### src/rtl/tnet_cmd_ctrl.sv
// Command controller: turns a register strobe into a valid/ready command,
// then waits for a response, a timeout or an abort and reports through TNET_STATUS.
module tnet_cmd_ctrl #(
  parameter logic [15:0] TOUT_DEF = 16'd1000
) (
  input  logic        ps_aclk,
  input  logic        ps_areset,
  input  logic [31:0] TNET_CTRL,
  input  logic [31:0] TNET_CFG,
  input  logic [15:0] TNET_ADDR,
  input  logic [15:0] TNET_LEN,
  input  logic [31:0] REG_AXI_DT1,
  input  logic [31:0] REG_AXI_DT2,
  input  logic [31:0] REG_AXI_DT3,
  output logic        cmd_valid_o,
  input  logic        cmd_ready_i,
  output logic [4:0]  cmd_op_o,
  output logic [15:0] cmd_addr_o,
  output logic [15:0] cmd_len_o,
  output logic [95:0] cmd_dt_o,
  input  logic        rsp_valid_i,
  input  logic [1:0]  rsp_err_i,
  input  logic [31:0] rsp_dt1_i,
  input  logic [31:0] rsp_dt2_i,
  output logic [31:0] TNET_W_DT1,
  output logic [31:0] TNET_W_DT2,
  output logic [31:0] TNET_STATUS,
  output logic        busy_o
);

  localparam logic [1:0] ST_IDLE  = 2'd0;
  localparam logic [1:0] ST_ISSUE = 2'd1;
  localparam logic [1:0] ST_WAIT  = 2'd2;
  localparam logic [1:0] ST_DONE  = 2'd3;

  logic [1:0]  state;
  logic        strb_prev;
  logic [15:0] tout_q;
  logic [15:0] wait_cnt;
  logic [15:0] cmd_cnt;
  logic [1:0]  err_code;
  logic        done_f;
  logic        tout_f;
  logic        err_f;
  logic        ovr_f;
  logic        abort_f;

  logic        strb_rise;
  logic        abort_req;
  logic        tout_hit;
  logic        unused_bits;

  assign strb_rise   = TNET_CTRL[0] & ~strb_prev;
  assign busy_o      = (state == ST_ISSUE) || (state == ST_WAIT);
  assign abort_req   = TNET_CTRL[31] & busy_o;
  // Fires in the WAIT cycle whose increment would make the counter equal the limit.
  assign tout_hit    = ((wait_cnt + 16'd1) == tout_q);
  assign unused_bits = ^{TNET_CTRL[30:6], TNET_CFG[31:16]};

  assign TNET_STATUS = {cmd_cnt, 3'b000, cmd_op_o, abort_f, ovr_f, err_code,
                        err_f, tout_f, done_f, busy_o};

  always_ff @(posedge ps_aclk) begin
    if (ps_areset) begin
      state       <= ST_IDLE;
      strb_prev   <= 1'b1;
      cmd_valid_o <= 1'b0;
      cmd_op_o    <= '0;
      cmd_addr_o  <= '0;
      cmd_len_o   <= '0;
      cmd_dt_o    <= '0;
      tout_q      <= '0;
      wait_cnt    <= '0;
      cmd_cnt     <= '0;
      TNET_W_DT1  <= '0;
      TNET_W_DT2  <= '0;
      err_code    <= '0;
      done_f      <= 1'b0;
      tout_f      <= 1'b0;
      err_f       <= 1'b0;
      ovr_f       <= 1'b0;
      abort_f     <= 1'b0;
    end else begin
      strb_prev <= TNET_CTRL[0];
      if (strb_rise && (state != ST_IDLE)) begin
        ovr_f <= 1'b1;
      end
      case (state)
        ST_IDLE: begin
          if (strb_rise) begin
            cmd_op_o    <= TNET_CTRL[5:1];
            cmd_addr_o  <= TNET_ADDR;
            cmd_len_o   <= TNET_LEN;
            cmd_dt_o    <= {REG_AXI_DT3, REG_AXI_DT2, REG_AXI_DT1};
            tout_q      <= (TNET_CFG[15:0] == 16'd0) ? TOUT_DEF : TNET_CFG[15:0];
            done_f      <= 1'b0;
            tout_f      <= 1'b0;
            err_f       <= 1'b0;
            err_code    <= '0;
            ovr_f       <= 1'b0;
            abort_f     <= 1'b0;
            cmd_valid_o <= 1'b1;
            state       <= ST_ISSUE;
          end
        end
        ST_ISSUE: begin
          if (abort_req) begin
            cmd_valid_o <= 1'b0;
            abort_f     <= 1'b1;
            state       <= ST_IDLE;
          end else if (cmd_ready_i) begin
            cmd_valid_o <= 1'b0;
            wait_cnt    <= '0;
            state       <= ST_WAIT;
          end
        end
        ST_WAIT: begin
          // Priority: abort, then response, then timeout.
          if (abort_req) begin
            abort_f <= 1'b1;
            state   <= ST_IDLE;
          end else if (rsp_valid_i) begin
            TNET_W_DT1 <= rsp_dt1_i;
            TNET_W_DT2 <= rsp_dt2_i;
            err_code   <= rsp_err_i;
            err_f      <= (rsp_err_i != 2'd0);
            state      <= ST_DONE;
          end else if (tout_hit) begin
            tout_f <= 1'b1;
            state  <= ST_DONE;
          end else begin
            wait_cnt <= wait_cnt + 16'd1;
          end
        end
        ST_DONE: begin
          done_f  <= 1'b1;
          cmd_cnt <= cmd_cnt + 16'd1;
          state   <= ST_IDLE;
        end
        default: state <= ST_IDLE;
      endcase
    end
  end

endmodule

### config.mk
export PLATFORM = sky130hd
export DESIGN_NAME = tnet_cmd_ctrl
export DESIGN_NICKNAME = d
export VERILOG_FILES = /design/src/rtl/tnet_cmd_ctrl.sv
export SDC_FILE = /design/constraint.sdc
export NUM_CORES = 1
export LEC_CHECK = 0
export CAP_MARGIN = 20
export CORE_AREA = 2 2 191 193
export DETAILED_ROUTE_END_ITERATION = 8
export DIE_AREA = 0 0 193 195
export PLACE_DENSITY_LB_ADDON = 0.25
export SYNTH_ARGS = -nofsm -noshare
export SYNTH_HDL_FRONTEND = slang
export SYNTH_SLANG_ARGS = --single-unit
### constraint.sdc
create_clock -name ps_aclk -period 7.9 [get_ports ps_aclk]
set_input_delay 1.58 -clock ps_aclk [delete_from_list [all_inputs] [get_ports ps_aclk]]
set_output_delay 1.58 -clock ps_aclk [all_outputs]
set_load 0.02 [all_outputs]
* After elaboration in Yosys (flattened, before gate mapping)
Index checks and enable logic that the tools add are counted.
** Operators by class
- $add $sub $neg :: 2
- Eq/ne operators :: 15
- Mux-type cells :: 36
- Bitwise operators :: 4
- Reduce and logical (&&, ||, !) cells :: 21
** Operator list (number)
- $mux W16 :: 6
- $add A16 B1 Y16 const B :: 2
- $pmux W16 S2 :: 1
- $mux W2 :: 9
- $eq A16 B16 Y1 :: 1
- $logic_not A16 Y1 :: 1
- $ne A2 B2 Y1 const B :: 8
- $reduce_bool A2 Y1 :: 7
- $mux W1 :: 13
- $reduce_and A3 Y1 :: 4
- $pmux W1 S2 :: 5
- $pmux W2 S4 :: 1
- $reduce_and A6 Y1 :: 1
- $reduce_and A5 Y1 :: 1
- $eq A2 B2 Y1 const B :: 2
- $ne A4 B4 Y1 const B :: 1
- $pmux W2 S2 :: 1
- $reduce_and A2 Y1 :: 2
- $reduce_and A4 Y1 :: 1
- $ne A3 B3 Y1 const B :: 1
- $and A1 B1 Y1 :: 2
- $eq A2 B1 Y1 const B :: 1
- $logic_not A2 Y1 :: 1
- $ne A2 B1 Y1 const B :: 1
- other kinds (4) :: 5
** Storage, ports and cells
- Flip-flop bits (word level) :: 256
- Input bits :: 262
- Output and inout bits :: 231
- Logic and storage cells :: 96

* Longest topological paths before layout
Gate-level depths: netlist of the first run.
- Depth after elaboration :: 6
- Depth in mapped cells :: 11
- Mapped depth without buffers :: 9

* Worst setup path before layout of the first run
OpenSTA, ideal clock, no wires.
- Kind :: input -> register
- Start :: input TNET_CTRL[31]
- End :: register wait_cnt[10]
- Setup time :: 0.074 ns
- Arrival :: 3.059 ns
- Data required time :: 7.826 ns
- Setup slack :: 4.766 ns
- Cell stages on the path :: 8
- Buffers on the path :: 4
- Cells stage by stage :: clkbuf_1 -> nor4_1 -> a31oi_1 -> clkbuf_1 -> clkbuf_1 -> clkbuf_1 -> nand2_1 -> a31oi_1
** Between the ends
- Cells in the longest elaborated chain, start to end :: 3
- Elaborated cells on any way between the ends :: 4
- Classes of those cells :: 2 x eq/ne; 1 x bitwise; 1 x reduce/logical
** RTL lines
- start: declaration :: RTL line 8 : input logic [31:0] TNET_CTRL,
- $and A1 B1 Y1 (*) :: RTL line 55 : assign abort_req = TNET_CTRL[31] & busy_o;
- $ne A2 B2 Y1 (no source line)
- $reduce_and A6 Y1 (no source line) (*)
- end signal: assignment :: RTL line 132 : wait_cnt <= wait_cnt + 16'd1;
- end: declaration :: RTL line 39 : logic [15:0] wait_cnt;
Every way passes the cells marked *; elsewhere a longest branch is shown, timed or not.
A chain may end at the register's enable or synchronous reset.

* Worst setup path in the final report of the first run
- Start :: register state[0]
- End :: output busy_o
** Between the ends
- Cells in the longest elaborated chain, start to end :: 2
- Elaborated cells on any way between the ends :: 3
- Classes of those cells :: 2 x eq/ne; 1 x reduce/logical
** RTL lines
- start: declaration :: RTL line 36 : logic [1:0] state;
- start signal: assignment :: RTL line 65 : state <= ST_IDLE;
- start signal: assignment :: RTL line 103 : state <= ST_ISSUE;
- start signal: assignment :: RTL line 110 : state <= ST_IDLE;
- $eq A2 B1 Y1 or $eq A2 B2 Y1 (tied branches) :: RTL line 54 : assign busy_o = (state == ST_ISSUE) || (state == ST_WAIT);
- $logic_or A1 B1 Y1 (*) :: RTL line 54
- end: declaration :: RTL line 28 : output logic busy_o
Marked as above.

==> summary.txt, run 1 <==
Synth
  • Mapped Area: 0.0102 mm^2
  • Area contributors post-synth: dfxtp_1, nand2_1, a21oi_1
  • Top cell type's share of synthesized area: 0.502
  • Prevailing post-synth register cell: dfxtp_1
  • #FFs+latches synth: 256
  • Ys async rst share: 0
  • Seq/Total Area, Yosys: 0.502
  • Ys Warns: 0
  • Largest area contributor in the netlist: dfxtp_1
  • Distinct cells, synth: 57
  • Cell count after synthesis: approximately 1300
  • Syn avg cell area: roughly 8 um^2
  • Post-synth EDFFs: 0

Pwr
  • Peak supply drop: ~0.17 mV
  • Power Density: 212 mW/mm^2
  • Lkg Pwr: 0.00536 uW

Status
  • Status: finished clean

STA
  • Final period utilization: 0.475
  • Unrepaired setup endpoints after global routing: no
  • Final setup violation count: 0
  • Hold Vio Cnt, Final: 0
  • Fmax: ~0.27 GHz
  • Max Slew Vio Count: 0
  • Setup TNS: 0 ps
  • Max_slew headroom: 0.323
  • Actual slew at the worst max-slew pin: between 1000 and 1500 ps
  • Fin crit period: 3750 ps
  • Clk_skew: 10.6 ps
  • Hold WS: around 450 ps

Setup path
  • CP Class: flip-flop to output port
  • Critical Path RT: 6320 ps
  • CP peak stage delay: ~670 ps
  • R2R setup slack: 4370 ps
  • Crit end category: output port
  • Critical Path Slowest Stage Cell: clkdlybuf4s50_1
  • Worst flop-to-flop path startpoint: wait_cnt[0]$_SDFFE_PP0P_
  • CP endpoint: busy_o
  • Buf/Inv on CP: 2
  • Worst path depth: 3
  • Max FO, Critical Path: 6
  • Worst r2r dst: wait_cnt[9]$_SDFFE_PP0P_
  • Worst setup SP type: flip-flop
  • Worst r2r path cells: 9
  • Crit path DAT: between 2000 and 2500 ps
  • Kind of cell adding the most delay to the critical path: buffers and inverters
  • Critical path launch point: state[0]$_SDFFE_PP0P_
  • Crit-path cells: inv_1 -> ha_1 -> clkdlybuf4s50_1

Global route
  • Tot GR Track Use: 0.185
  • Vias in the first global route: 9674
  • First-pass GRT wire length: between 50 and 60 mm
  • Largest net degree at the start of global routing: roughly 150
  • Initial antenna violation count: 2
  • Grt total ovfl: 0

Clock tree
  • Num CTS Buffers: 31
  • Worst-skew pair later-pin latency: between 500 and 600 ps
  • Post-CTS Setup Bufs: 0
  • TritonCTS clock tree: built
  • Clock buffer depth: 3
  • H-tree depth: 1
  • Root Buffer: clkbuf_16
  • Num Clock Sinks: 256
  • CTS resizes: 0
  • Clk pin slew, worst setup/hold paths: 60 ps
  • Cts hold-fix bufs: 0

Layout
  • Layout Nets: just under 2000
  • Final non-filler cell area: 0.0159 mm^2
  • Share of cells above drive strength 1: 0.0438
  • Layout area overhead: 55.7%
  • Final Instance Count excl. Fillers: 2150

Detailed routing
  • Avg Vias per Cell: 4.62
  • Wl on met1: 14.5 mm
  • Via Count: 9923
  • Wire length on met2: 18.0 mm
  • DRC Markers: 0
  • DRT Pass-1 Iters: 5
  • 1st-iter DRT viols: between 500 and 600
  • Routed WL: approximately 36 mm
  • Uppermost routed layer: met5
  • Routed met3 length: 2.47 mm
  • Antenna viol nets, final: 0
  • Routed wire per std cell: 16.7 um

Floorplanning
  • CORE AREA: 0.0354 mm^2
  • Initial Util: 0.288
  • Full die area: 0.0376 mm^2
  • Rows: 69
  • IO Pins: 493
  • Die Y: between 150 and 200 um
  • Chip width: 193 um

Hold path
  • WHS Path Cells: 2
  • Min-Delay Path Class: flip-flop to flip-flop

Place
  • Routability cong.: about 0.81
  • Cells after DPL: 2092
  • Half-perimeter wire length after placement: approximately 25 mm
  • Buffers added on ports: 448
  • Dpl cell area: 0.0149 mm^2

Run
  • # Max-Cap Violations: 0
==> layout by cell type, fill, tap and decap left out, drive strengths merged, types with 14 or more instances in the layout <==
master and count:
nor2 45, xor2 17, clkdlybuf4s50 447, dfxtp 256
nand3 19, xnor2 15, nand2 436, a21oi 203
clkbuf 48, or4 14
==> worst min-delay path, cell delays in order, from the launching register on <==
cell,delay (ps)
dfxtp_1,310
nand2_1,50
a21oi_1,50
==> final cells by class <==
class | instances | area [um^2]
Inverter | 8 | 30.0
Tap cell | 461 | 577
Clock inverter | 9 | 116
Fill cell | 3507 | 19500
Clock buffer | 47 | 886
Sequential cell | 256 | 5120
Antenna cell | 1 | 2.50
Timing Repair Buffer | 458 | 4610
Multi-Input combinational cell | 910 | 4550
==> worst min path at each step <==
stage                              start                        end
6_report       cmd_dt_o[29]$_SDFFE_PP0P_  cmd_dt_o[29]$_SDFFE_PP0P_
5_1_grt        cmd_dt_o[73]$_SDFFE_PP0P_  cmd_dt_o[73]$_SDFFE_PP0P_
4_1_cts        cmd_dt_o[62]$_SDFFE_PP0P_  cmd_dt_o[62]$_SDFFE_PP0P_
3_5_place_dp   cmd_dt_o[89]$_SDFFE_PP0P_  cmd_dt_o[89]$_SDFFE_PP0P_
3_3_place_gp    cmd_dt_o[4]$_SDFFE_PP0P_   cmd_dt_o[4]$_SDFFE_PP0P_
2_1_floorplan                  flip-flop                  flip-flop
==> power by group <==
part | leakage, uW | internal (uW) | total [uW] | switching, uW
clock network | 0.000489 | 837 | 1410 | 571
logic | 0.00280 | 273 | 581 | 309
registers | 0.00207 | 1350 | 1380 | 33.9
==> kinds of logic (layout without fill, tap and decap cells) <==
logic type                 count (synthesis)  in the layout  share of synthesized area
DFF                                      256            256                      0.502
buffers and inverters                    118            522                     0.0554
xor gates and xnor gates                  32             32                     0.0282
AOI/OAI and AO/OA                        270            270                      0.148
and+or+nand+nor                          591            591                      0.250
muxes                                      8              8                    0.00809
adders and majority gates                  6              6                    0.00736
other                                      1              4                   0.000367
==> layer usage <==
metal / vias to the layer above / track usage
met1: 4585 / 0.219
met5: - / 0
met2: 264 / 0.322
met4: 2 / 0.0505
li1: 5014 / -
met3: 58 / 0.0570
==> through the flow <==
stage               utilization  total power [uW]  setup slack, ps
floorplan                     -              1700             4770
global placement          0.419              1980             3290
detailed placement        0.420              1990             3280
CTS                       0.448              3410             3870
global route              0.449              3520             3990
finish                    0.449              3370             4150
==> cell usage after synthesis, drive strengths merged (3+ instances only) <==
cell / number
o21ai: 12
xor2: 17
nor2b: 6
nand4: 7
o311ai: 3
clkbuf: 76
nor2: 45
and4: 6
a21oi: 203
a31oi: 12
or3: 10
a22oi: 3
ha: 6
nand3b: 4
dfxtp: 256
a211oi: 3
a22o: 9
buf: 34
o31ai: 3
nand2: 436
mux2i: 6
xnor2: 15
or4: 14
nor4: 9
nand3: 19
o211ai: 11
nor3: 10
and3: 7
inv: 8
nand2b: 12
==> sequential cells by signal, summed over array words and instances, names as in the netlist, 2 cells and up, named ones only <==
signal,flops
wait_cnt,16
TNET_W_DT2,32
cmd_op_o,5
tout_q,16
cmd_addr_o,16
TNET_W_DT1,32
cmd_cnt,16
state,2
cmd_len_o,16
err_code,2
cmd_dt_o,96
(Power assumes the default switching activity.)
==> inputs of run 2 (changes only) <==
--- a/config.mk
+++ b/config.mk
@@ -6,9 +6,9 @@
 export NUM_CORES = 1
 export LEC_CHECK = 0
 export CAP_MARGIN = 20
-export CORE_AREA = 2 2 191 193
+export CORE_AREA = 2 2 192 194
 export DETAILED_ROUTE_END_ITERATION = 8
-export DIE_AREA = 0 0 193 195
+export DIE_AREA = 0 0 194 196
 export PLACE_DENSITY_LB_ADDON = 0.25
 export SYNTH_ARGS = -nofsm -noshare
 export SYNTH_HDL_FRONTEND = slang
==> constraint.sdc (replaced) <==
create_clock -name ps_aclk -period 3.6 [get_ports ps_aclk]
set_input_delay 0.72 -clock ps_aclk [delete_from_list [all_inputs] [get_ports ps_aclk]]
set_output_delay 0.72 -clock ps_aclk [all_outputs]
set_load 0.02 [all_outputs]
==> summary.txt, run 2 (same netlist as run 1, synthesis figures left out) <==
Setup path
  • Worst flop-to-flop path startpoint: wait_cnt[0]$_SDFFE_PP0P_
  • Max FO, Critical Path: 18
  • Crit end category: flip-flop
  • Worst r2r dst: wait_cnt[3]$_SDFFE_PP0P_
  • CP Class: flip-flop to flip-flop
  • Worst setup SP type: flip-flop
  • Worst r2r path cells: 9
  • R2R setup slack: 490 ps
  • Critical Path RT: 4080 ps
  • Crit path DAT: 3590 ps

Place
  • Routability cong.: about 0.82
  • Half-perimeter wire length after placement: 25.3 mm
  • Buffers added on ports: between 400 and 500

Global route
  • Vias in the first global route: 9469
  • First-pass GRT wire length: approximately 55 mm
  • Grt total ovfl: 0
  • Initial antenna violation count: 1
  • Largest net degree at the start of global routing: 127
  • Tot GR Track Use: 0.181

Pwr
  • Peak supply drop: approximately 0.6 mV
  • Internal: 5590 uW
  • Net Sw Power: 1980 uW
  • Logic gate share of total power: 0.171
  • Power Density: ~470 mW/mm^2
  • Sequential share of power: 0.400
  • Clk network pwr share: 0.429
  • Switching fraction of total power: 0.262
  • Lkg Pwr: ~0.0054 uW

Hold path
  • Min-Delay Startpoint: cmd_dt_o[87]$_SDFFE_PP0P_
  • Min-Delay Path Class: flip-flop to flip-flop
  • Hold Crit Endpoint: cmd_dt_o[87]$_SDFFE_PP0P_
  • WHS Path Cells: 2

Floorplanning
  • Full die area: roughly 0.038 mm^2
  • Die Y: 196 um
  • Initial Util: 0.283
  • IO Pins: just under 500
  • Rows: 70
  • Chip width: 194 um
  • CORE AREA: 0.0361 mm^2

Clock tree
  • Clock buffer depth: 3
  • Num CTS Buffers: 31
  • Worst-skew pair later-pin latency: 550 ps
  • TritonCTS clock tree: built
  • Post-CTS Setup Bufs: 0
  • H-tree depth: 1
  • Cts hold-fix bufs: 0
  • Clk pin slew, worst setup/hold paths: 60 ps
  • Root Buffer: clkbuf_16
  • Num Clock Sinks: 256
  • CTS resizes: 0

STA
  • Clk_skew: 7.70 ps
  • Hold WS: 452 ps
  • Unrepaired setup endpoints after global routing: no
  • Final setup violation count: 0
  • Final period utilization: 0.863
  • Actual slew at the worst max-slew pin: just over 800 ps
  • Max Slew Vio Count: 0
  • Fin crit period: between 3000 and 4000 ps
  • Fmax: approximately 0.32 GHz
  • Setup TNS: 0 ps
  • Max_slew headroom: 0.452
  • Hold Vio Cnt, Final: 0

Layout
  • Most flop-heavy register: cmd_dt_o
  • Top flop regs: cmd_dt_o x96, TNET_W_DT1 x32, TNET_W_DT2 x32
  • Commonest non-fill, non-tap cell in the layout: clkdlybuf4s50_1
  • Layout area overhead: 56.7%
  • Share of cells above drive strength 1: 0.0467
  • Commonest non-fill, non-tap cells in the layout: clkdlybuf4s50_1, nand2_1, dfxtp_1
  • Layout Nets: 1938
  • Max reg flops: 96

Detailed routing
  • Routed WL: 36.1 mm
  • Avg Vias per Cell: roughly 4.6
  • Via Count: 10038
  • DRC Markers: 0
  • Antenna viol nets, final: 0
  • 1st-iter DRT viols: 573
  • DRT Pass-1 Iters: 5
  • Routed wire per std cell: 16.7 um

Status
  • Status: finished clean

Run
  • # Max-Cap Violations: 0
[run 2: changes by cell type in the layout (fill, tap and decap cells not counted), sizes merged]
| cell | delta |
|---|---|
| clkinvlp | -1 |
| clkbuf | -2 |
| inv | -1 |
| clkinv | -1 |
| bufinv | +3 |
| buf | +6 |
[run 2: how the worst max path moves through the flow]
stage | slack, ps | endpoint | startpoint
floorplan | 990 | wait_cnt[10]$_SDFFE_PP0P_ | wait_cnt[0]$_SDFFE_PP0P_
detailed placement | 580 | wait_cnt[3]$_SDFFE_PP0P_ | wait_cnt[0]$_SDFFE_PP0P_
global placement | 700 | wait_cnt[10]$_SDFFE_PP0P_ | wait_cnt[0]$_SDFFE_PP0P_
CTS | 540 | wait_cnt[2]$_SDFFE_PP0P_ | wait_cnt[0]$_SDFFE_PP0P_
finish | 490 | wait_cnt[3]$_SDFFE_PP0P_ | wait_cnt[0]$_SDFFE_PP0P_
global route | 270 | wait_cnt[3]$_SDFFE_PP0P_ | wait_cnt[0]$_SDFFE_PP0P_
[run 2: per-layer routing]
| layer | GRT usage | wire, um | part of all wire | vias up |
|---|---|---|---|---|
| li1 | - | - | - | 5018 |
| met1 | 0.222 | 14900 | 0.41 | 4725 |
| met2 | 0.319 | 18600 | 0.51 | 257 |
| met3 | 0.0438 | 2150 | 0.060 | 38 |
| met4 | 0.0435 | 563 | 0.016 | 0 |
| met5 | 0 | 0 | 0 | - |
[run 2: power groups by stage]
stage	logic, uW	registers [uW]	clock network, uW
after floorplan	532	3210	0
after global placement	1290	3090	0
after detailed placement	1300	3090	0
after CTS	1310	3030	3340
after global routing	1400	3040	3460
final	1290	3030	3250
[run 2: layout make-up]
cell class                 count  area, um^2
tap                          468         586
clock inverter                 9         170
antenna                        1        2.50
timing repair buffer         463        4650
inverter                       8        30.0
multi-input combinational    910        4550
fill                        3581       20100
sequential                   256        5120
clock buffer                  46         882
[run 2: worst max-delay path, cell delays in order, from the launching register on]
cell and delay (ps):
dfxtp_1 510, ha_1 310, nand3_2 240, or4_1 550
a32oi_1 220, o21ai_1 130, nor4b_4 150, buf_4 220
or4_1 520, a31oi_1 170
[run 2: stage by stage]
stage / worst slack (ps) / cells / utilization / total power (uW) / instance area (um^2)
5_1_grt: 270 / 2161 / 0.443 / 7910 / 16000
3_5_place_dp: 578 / 2105 / 0.414 / 4390 / 14900
3_3_place_gp: 698 / 2105 / 0.414 / 4380 / 14900
4_1_cts: 540 / 2160 / 0.443 / 7680 / 16000
2_1_floorplan: 985 / 1284 / - / 3740 / 10200
6_report: 491 / 2161 / 0.443 / 7580 / 16000
==> inputs of run 3 (changes only) <==
--- a/config.mk
+++ b/config.mk
@@ -9,7 +9,9 @@
 export CORE_AREA = 2 2 192 194
 export DETAILED_ROUTE_END_ITERATION = 8
 export DIE_AREA = 0 0 194 196
+export GPL_TIMING_DRIVEN = 1
 export PLACE_DENSITY_LB_ADDON = 0.25
 export SYNTH_ARGS = -nofsm -noshare
 export SYNTH_HDL_FRONTEND = slang
 export SYNTH_SLANG_ARGS = --single-unit
+export TNS_END_PERCENT = 5
==> results of run 3 <==
Same layout as run 2: the final DEF is identical, and so are final timing and power.
==> patch 1, RTL diff (flow settings as in run 2) <==
Register the input `TNET_CFG` before use. The logic sees it one clock later. The other inputs are not delayed to match.
--- a/src/rtl/tnet_cmd_ctrl.sv
+++ b/src/rtl/tnet_cmd_ctrl.sv
@@ -33,6 +33,12 @@
   localparam logic [1:0] ST_WAIT  = 2'd2;
   localparam logic [1:0] ST_DONE  = 2'd3;
 
+  logic [31:0] TNET_CFG_q;
+
+  always_ff @(posedge ps_aclk) begin
+    TNET_CFG_q <= TNET_CFG;
+  end
+
   logic [1:0]  state;
   logic        strb_prev;
   logic [15:0] tout_q;
@@ -55,7 +61,7 @@
   assign abort_req   = TNET_CTRL[31] & busy_o;
   // Fires in the WAIT cycle whose increment would make the counter equal the limit.
   assign tout_hit    = ((wait_cnt + 16'd1) == tout_q);
-  assign unused_bits = ^{TNET_CTRL[30:6], TNET_CFG[31:16]};
+  assign unused_bits = ^{TNET_CTRL[30:6], TNET_CFG_q[31:16]};
 
   assign TNET_STATUS = {cmd_cnt, 3'b000, cmd_op_o, abort_f, ovr_f, err_code,
                         err_f, tout_f, done_f, busy_o};
@@ -92,7 +98,7 @@
             cmd_addr_o  <= TNET_ADDR;
             cmd_len_o   <= TNET_LEN;
             cmd_dt_o    <= {REG_AXI_DT3, REG_AXI_DT2, REG_AXI_DT1};
-            tout_q      <= (TNET_CFG[15:0] == 16'd0) ? TOUT_DEF : TNET_CFG[15:0];
+            tout_q      <= (TNET_CFG_q[15:0] == 16'd0) ? TOUT_DEF : TNET_CFG_q[15:0];
             done_f      <= 1'b0;
             tout_f      <= 1'b0;
             err_f       <= 1'b0;
Formal check against the unedited RTL: same outputs for any inputs over 4 cycles, from zero or initial values and one cycle with ps_areset high; that may be too few to reach the edited logic, so the function may still have changed.
==> patch 1 against run 2 <==
- synthesized cell count up 2.4%
- total power up 3.4%
- sequential cell count up 16
- worst setup slack worse by 0.029 ns
- wire length up 2.3%
- worst hold slack about the same
- core utilization up 1.1 points
- critical endpoint is now wait_cnt[8]
- area after synthesis up 3.2%
- final area up 2.5%
==> patch 1: results (changes against run 2) <==
finish:
  n_all_buffers: 468  # +1.1%
  drive_gt1_share_pct: 4.86  # +0.19 points
  antenna_cells: 2  # +1
  nMultiInputCombCells: 925  # +1.6%
  multi_input_area_mm2: 0.00458  # +0.66%
  final_cell_count_no_fill: 2198  # +1.7%
  n_clock_buffer: 49  # +6.5%
  register_area_mm2: 0.00545  # +6.2%
  fill_cells: 3529  # -1.5%
  buffer_area_share_pct: 28.5  # -0.61 points
cts:
  cts_buffers: 34  # +9.7%
  insertion_delay_ns: 0.53  # -0.02 ns
placement:
  place_ws_ns: 0.556  # -0.0213 ns
  place_congestion: 0.834  # +2.2%
  dp.cells: 2138  # +1.6%
  place_hpwl_um: 25900  # +2.3%
power:
  cellLeakagePower_nw: 5.64  # +4.3%
drt:
  met3_length_um: 3310  # +54%
  via_per_inst: 4.76  # +2.5%
  finalWirelength_um: 37000  # +2.3%
  met1_length_um: 15000  # +1.2%
timing:
  finClkSkew_ns: 0.0229  # +0.0152 ns
  holdWs_ns: 0.452  # +0.0000810 ns
  worst_pin_slew_ns: 0.934  # +0.111 ns
grt:
  antenna_found_initial: 3  # +2
  gr-usage-met1_pct: 22.6  # +0.38 points
  grt_pass1_wl_um: 57100  # +3.0%
  use_met2_pct: 31.4  # -0.46 points
  grt_use_met3_pct: 6.41  # +2.0 points
logic_synthesis:
  synth_cell_types: 59  # +3.5%
  synth_area_leaders: "dfxtp_1 (52%), nand2_1 (16%), a21oi_1 (9.6%)"
  synth_compound_area_share_pct: 14.9  # +0.097 points
  syn_area_per_cell_um2: 8.02  # +0.78%
  synth_fa_ha_area_share_pct: 0.713  # -0.023 points
  muxShareOfSynthArea_pct: 0.475  # -0.33 points
  synth_xor_area_share_pct: 2.58  # -0.24 points
setup_path:
  critPathSlowestCell: "dfxtp_1"
  cp.arrival_ns: 3.56  # -0.03 ns
  r2r_slack_ns: 0.46  # -0.03 ns
  crit_fanout: 16  # -2
  r2r_end: "wait_cnt[8]"
  rr_worst_depth: 8  # -1
run_status:
  outcome: "finished, final reports clean"
## patch 1: critical path, delay by kind of cell (launching register included)
kind | cells | cell delay, ns
and+or+nand+nor | 3 | 1.21
AOI/OAI and AO/OA | 4 | 0.84
DFF | 1 | 0.59
buffers and inverters | 1 | 0.38
## patch 1: worst min-delay path by stage
stage,from,to,depth (start not counted)
2_1_floorplan,tout_f,tout_f,1
3_3_place_gp,cmd_dt_o[48],cmd_dt_o[48],2
3_5_place_dp,cmd_len_o[0],cmd_len_o[0],2
4_1_cts,cmd_len_o[0],cmd_len_o[0],2
5_1_grt,cmd_dt_o[26],cmd_dt_o[26],2
6_report,cmd_dt_o[56],cmd_dt_o[56],2
## patch 1: power breakdown
part / switching [mW] / leakage [nW] / internal [mW] / total [mW]
combinational: 0.685 / 2.91 / 0.582 / 1.27
sequential: 0.0768 / 2.21 / 3.14 / 3.22
clock: 1.32 / 0.527 / 2.03 / 3.36
==> patch 2, RTL diff (flow settings as in run 2) <==
Made on the original files. Change the parameter `TOUT_DEF` from 16'd1000 to 16'd500.
--- a/src/rtl/tnet_cmd_ctrl.sv
+++ b/src/rtl/tnet_cmd_ctrl.sv
@@ -1,7 +1,7 @@
 // Command controller: turns a register strobe into a valid/ready command,
 // then waits for a response, a timeout or an abort and reports through TNET_STATUS.
 module tnet_cmd_ctrl #(
-  parameter logic [15:0] TOUT_DEF = 16'd1000
+  parameter logic [15:0] TOUT_DEF = 16'd500
 ) (
   input  logic        ps_aclk,
   input  logic        ps_areset,
Behaviour: same outputs for any inputs over 4 cycles, from zero or initial values and one cycle with ps_areset high; that may be too few to reach the edited logic, so the function may still have changed.
==> patch 2 against run 2 <==
- wire length increased by 3.5%
- area after synthesis rose by 0.49%
- worst hold slack got worse by 0.0017 ns
- sequential cell count stayed put
- total power fell by 7.8%
- final area grew 0.44%
- worst setup slack got worse by 0.027 ns
- count of clock-buffer cells in the layout is 3 lower
==> patch 2: results (changes against run 2) <==
placement:
  dp.cells: 2124  # +0.90%
  place_congestion: 0.839  # +2.9%
  place_hpwl_um: 26900  # +6.4%
  dpl-instance-area_mm2: 0.0151  # +0.91%
timing:
  finClkSkew_ns: 0.00908  # +0.00138 ns
  slew_headroom_pct: 31.7  # -14 points
  finalSetupTns_ns: 0  # unchanged
finish:
  final_cell_count_no_fill: 2177  # +0.74%
  fill_cells: 3542  # -1.1%
  antenna_cells: 0  # -1
  drive_gt1_share_pct: 5.27  # +0.60 points
  final_nets: 1957  # +0.98%
logic_synthesis:
  yosysSeqAreaShare_pct: 50.0  # -0.25 points
  synth_area_leaders: "dfxtp_1 (50%), nand2_1 (16%), a21oi_1 (11%)"
  ys.flop_type: "dfxtp_1"
  syn_inst: 1299  # +1.3%
  yosysWarnings: 0  # unchanged
  synth_cell_types: 64  # +12%
  synth_common_cells: "nand2_1 (440), dfxtp_1 (256), a21oi_1 (225)"
drt:
  drtIter0Drc: 434  # -24%
  drtPass1Iterations: 4  # -1
  finalWirelength_um: 37400  # +3.5%
  vias: 10170  # +1.3%
grt:
  grt_pass1_wl_um: 57200  # +3.3%
  grt_pass1_vias: 9847  # +4.0%
  antenna_found_initial: 0  # -1
  grt_max_degree: 129  # +1.6%
  grt_usage_pct: 18.8  # +0.65 points
cts:
  cts_buffer_depth: 3  # unchanged
  cts_setup_buffers: 0  # unchanged
  insertion_delay_ns: 0.55  # about the same
setup_path:
  cp.arrival_ns: 3.60  # about the same
  critPathSlowestCell: "nand4_4"
  crit_fanout: 27  # +9
  crit_path_max_incr_delay_ns: 0.43  # -0.12 ns
power:
  cellLeakagePower_nw: 5.48  # +1.4%
  irDropWorstVdd_uv: 334  # -45%
run_status:
  outcome: "finished, final reports clean"
==> patch 2: cell types whose count changed after synthesis, moves of 7 or more <==
cell	run 2	this run
a22o_1	9	0
or4_1	13	2
nand2b_1	12	4
a22oi_1	3	11
inv_1	8	16
nor2_1	45	38
a21oi_1	203	225
or3_1	10	2
==> patch 2: final timing paths <==
| kind | cells past startpoint | startpoint | slack [ns] | endpoint |
|---|---|---|---|---|
| max | 9 | wait_cnt[0] | 0.46 | wait_cnt[10] |
| min | 2 | cmd_dt_o[10] | 0.45 | cmd_dt_o[10] |
| max reg2reg | 9 | wait_cnt[0] | 0.46 | wait_cnt[10] |
| min reg2reg | 2 | cmd_dt_o[10] | 0.45 | cmd_dt_o[10] |
==> patch 2: layer usage <==
metal | GRT usage [%] | wire, um | vias to the layer above
met5 | 0 | 0 | -
met4 | 4.69 | 717 | 0
met3 | 6.15 | 3100 | 48
met2 | 32.5 | 18300 | 327
met1 | 22.4 | 15200 | 4694
li1 | - | - | 5101
==> patch 2: cell type report <==
cell class	count	area, um^2	share of cell area [%]
flip-flops and latches	256	5120	31.9
multi-input cells	914	4590	28.6
repair buffers	469	4710	29.3
inverters	17	63.8	0.397
well taps	468	586	3.65
clock buffers	43	861	5.36
clock inverters	10	129	0.802
==> patch 2: cells by family after synthesis <==
kind of cell / count (synthesis) / share of synthesized area (%)
simple gates: 571 / 23.9
other cells: 1 / 0.0366
xor+xnor: 30 / 2.56
compound gates: 300 / 16.8
flops: 256 / 50.0
buf+inv: 131 / 5.54
fa+ha+maj: 6 / 0.732
mux: 4 / 0.403
==> patch 2: where the power goes <==
part           total [mW]  internal, mW  switching, mW
clock network        3.06          1.86           1.20
registers            2.97          2.92         0.0502
logic               0.955         0.467          0.488
total                6.99          5.25           1.74
==> patch 2: worst max-delay path, delay by kind of cell, from the launching register on <==
family / cells / cell delay (ns)
muxes: 1 / 0.35
DFF: 1 / 0.33
AOI/OAI and AO/OA: 3 / 0.63
and+or+nand+nor: 4 / 1.45
adders and majority gates: 1 / 0.28
==> patch 2: per-stage QoR <==
stage | setup slack [ns] | total power, mW | hold slack [ns]
2_1_floorplan | 1.05 | 3.46 | 0.448
3_3_place_gp | 0.561 | 3.98 | 0.441
3_5_place_dp | 0.485 | 3.99 | 0.446
4_1_cts | 0.477 | 7.09 | 0.454
5_1_grt | 0.219 | 7.28 | 0.467
6_report | 0.465 | 6.99 | 0.450
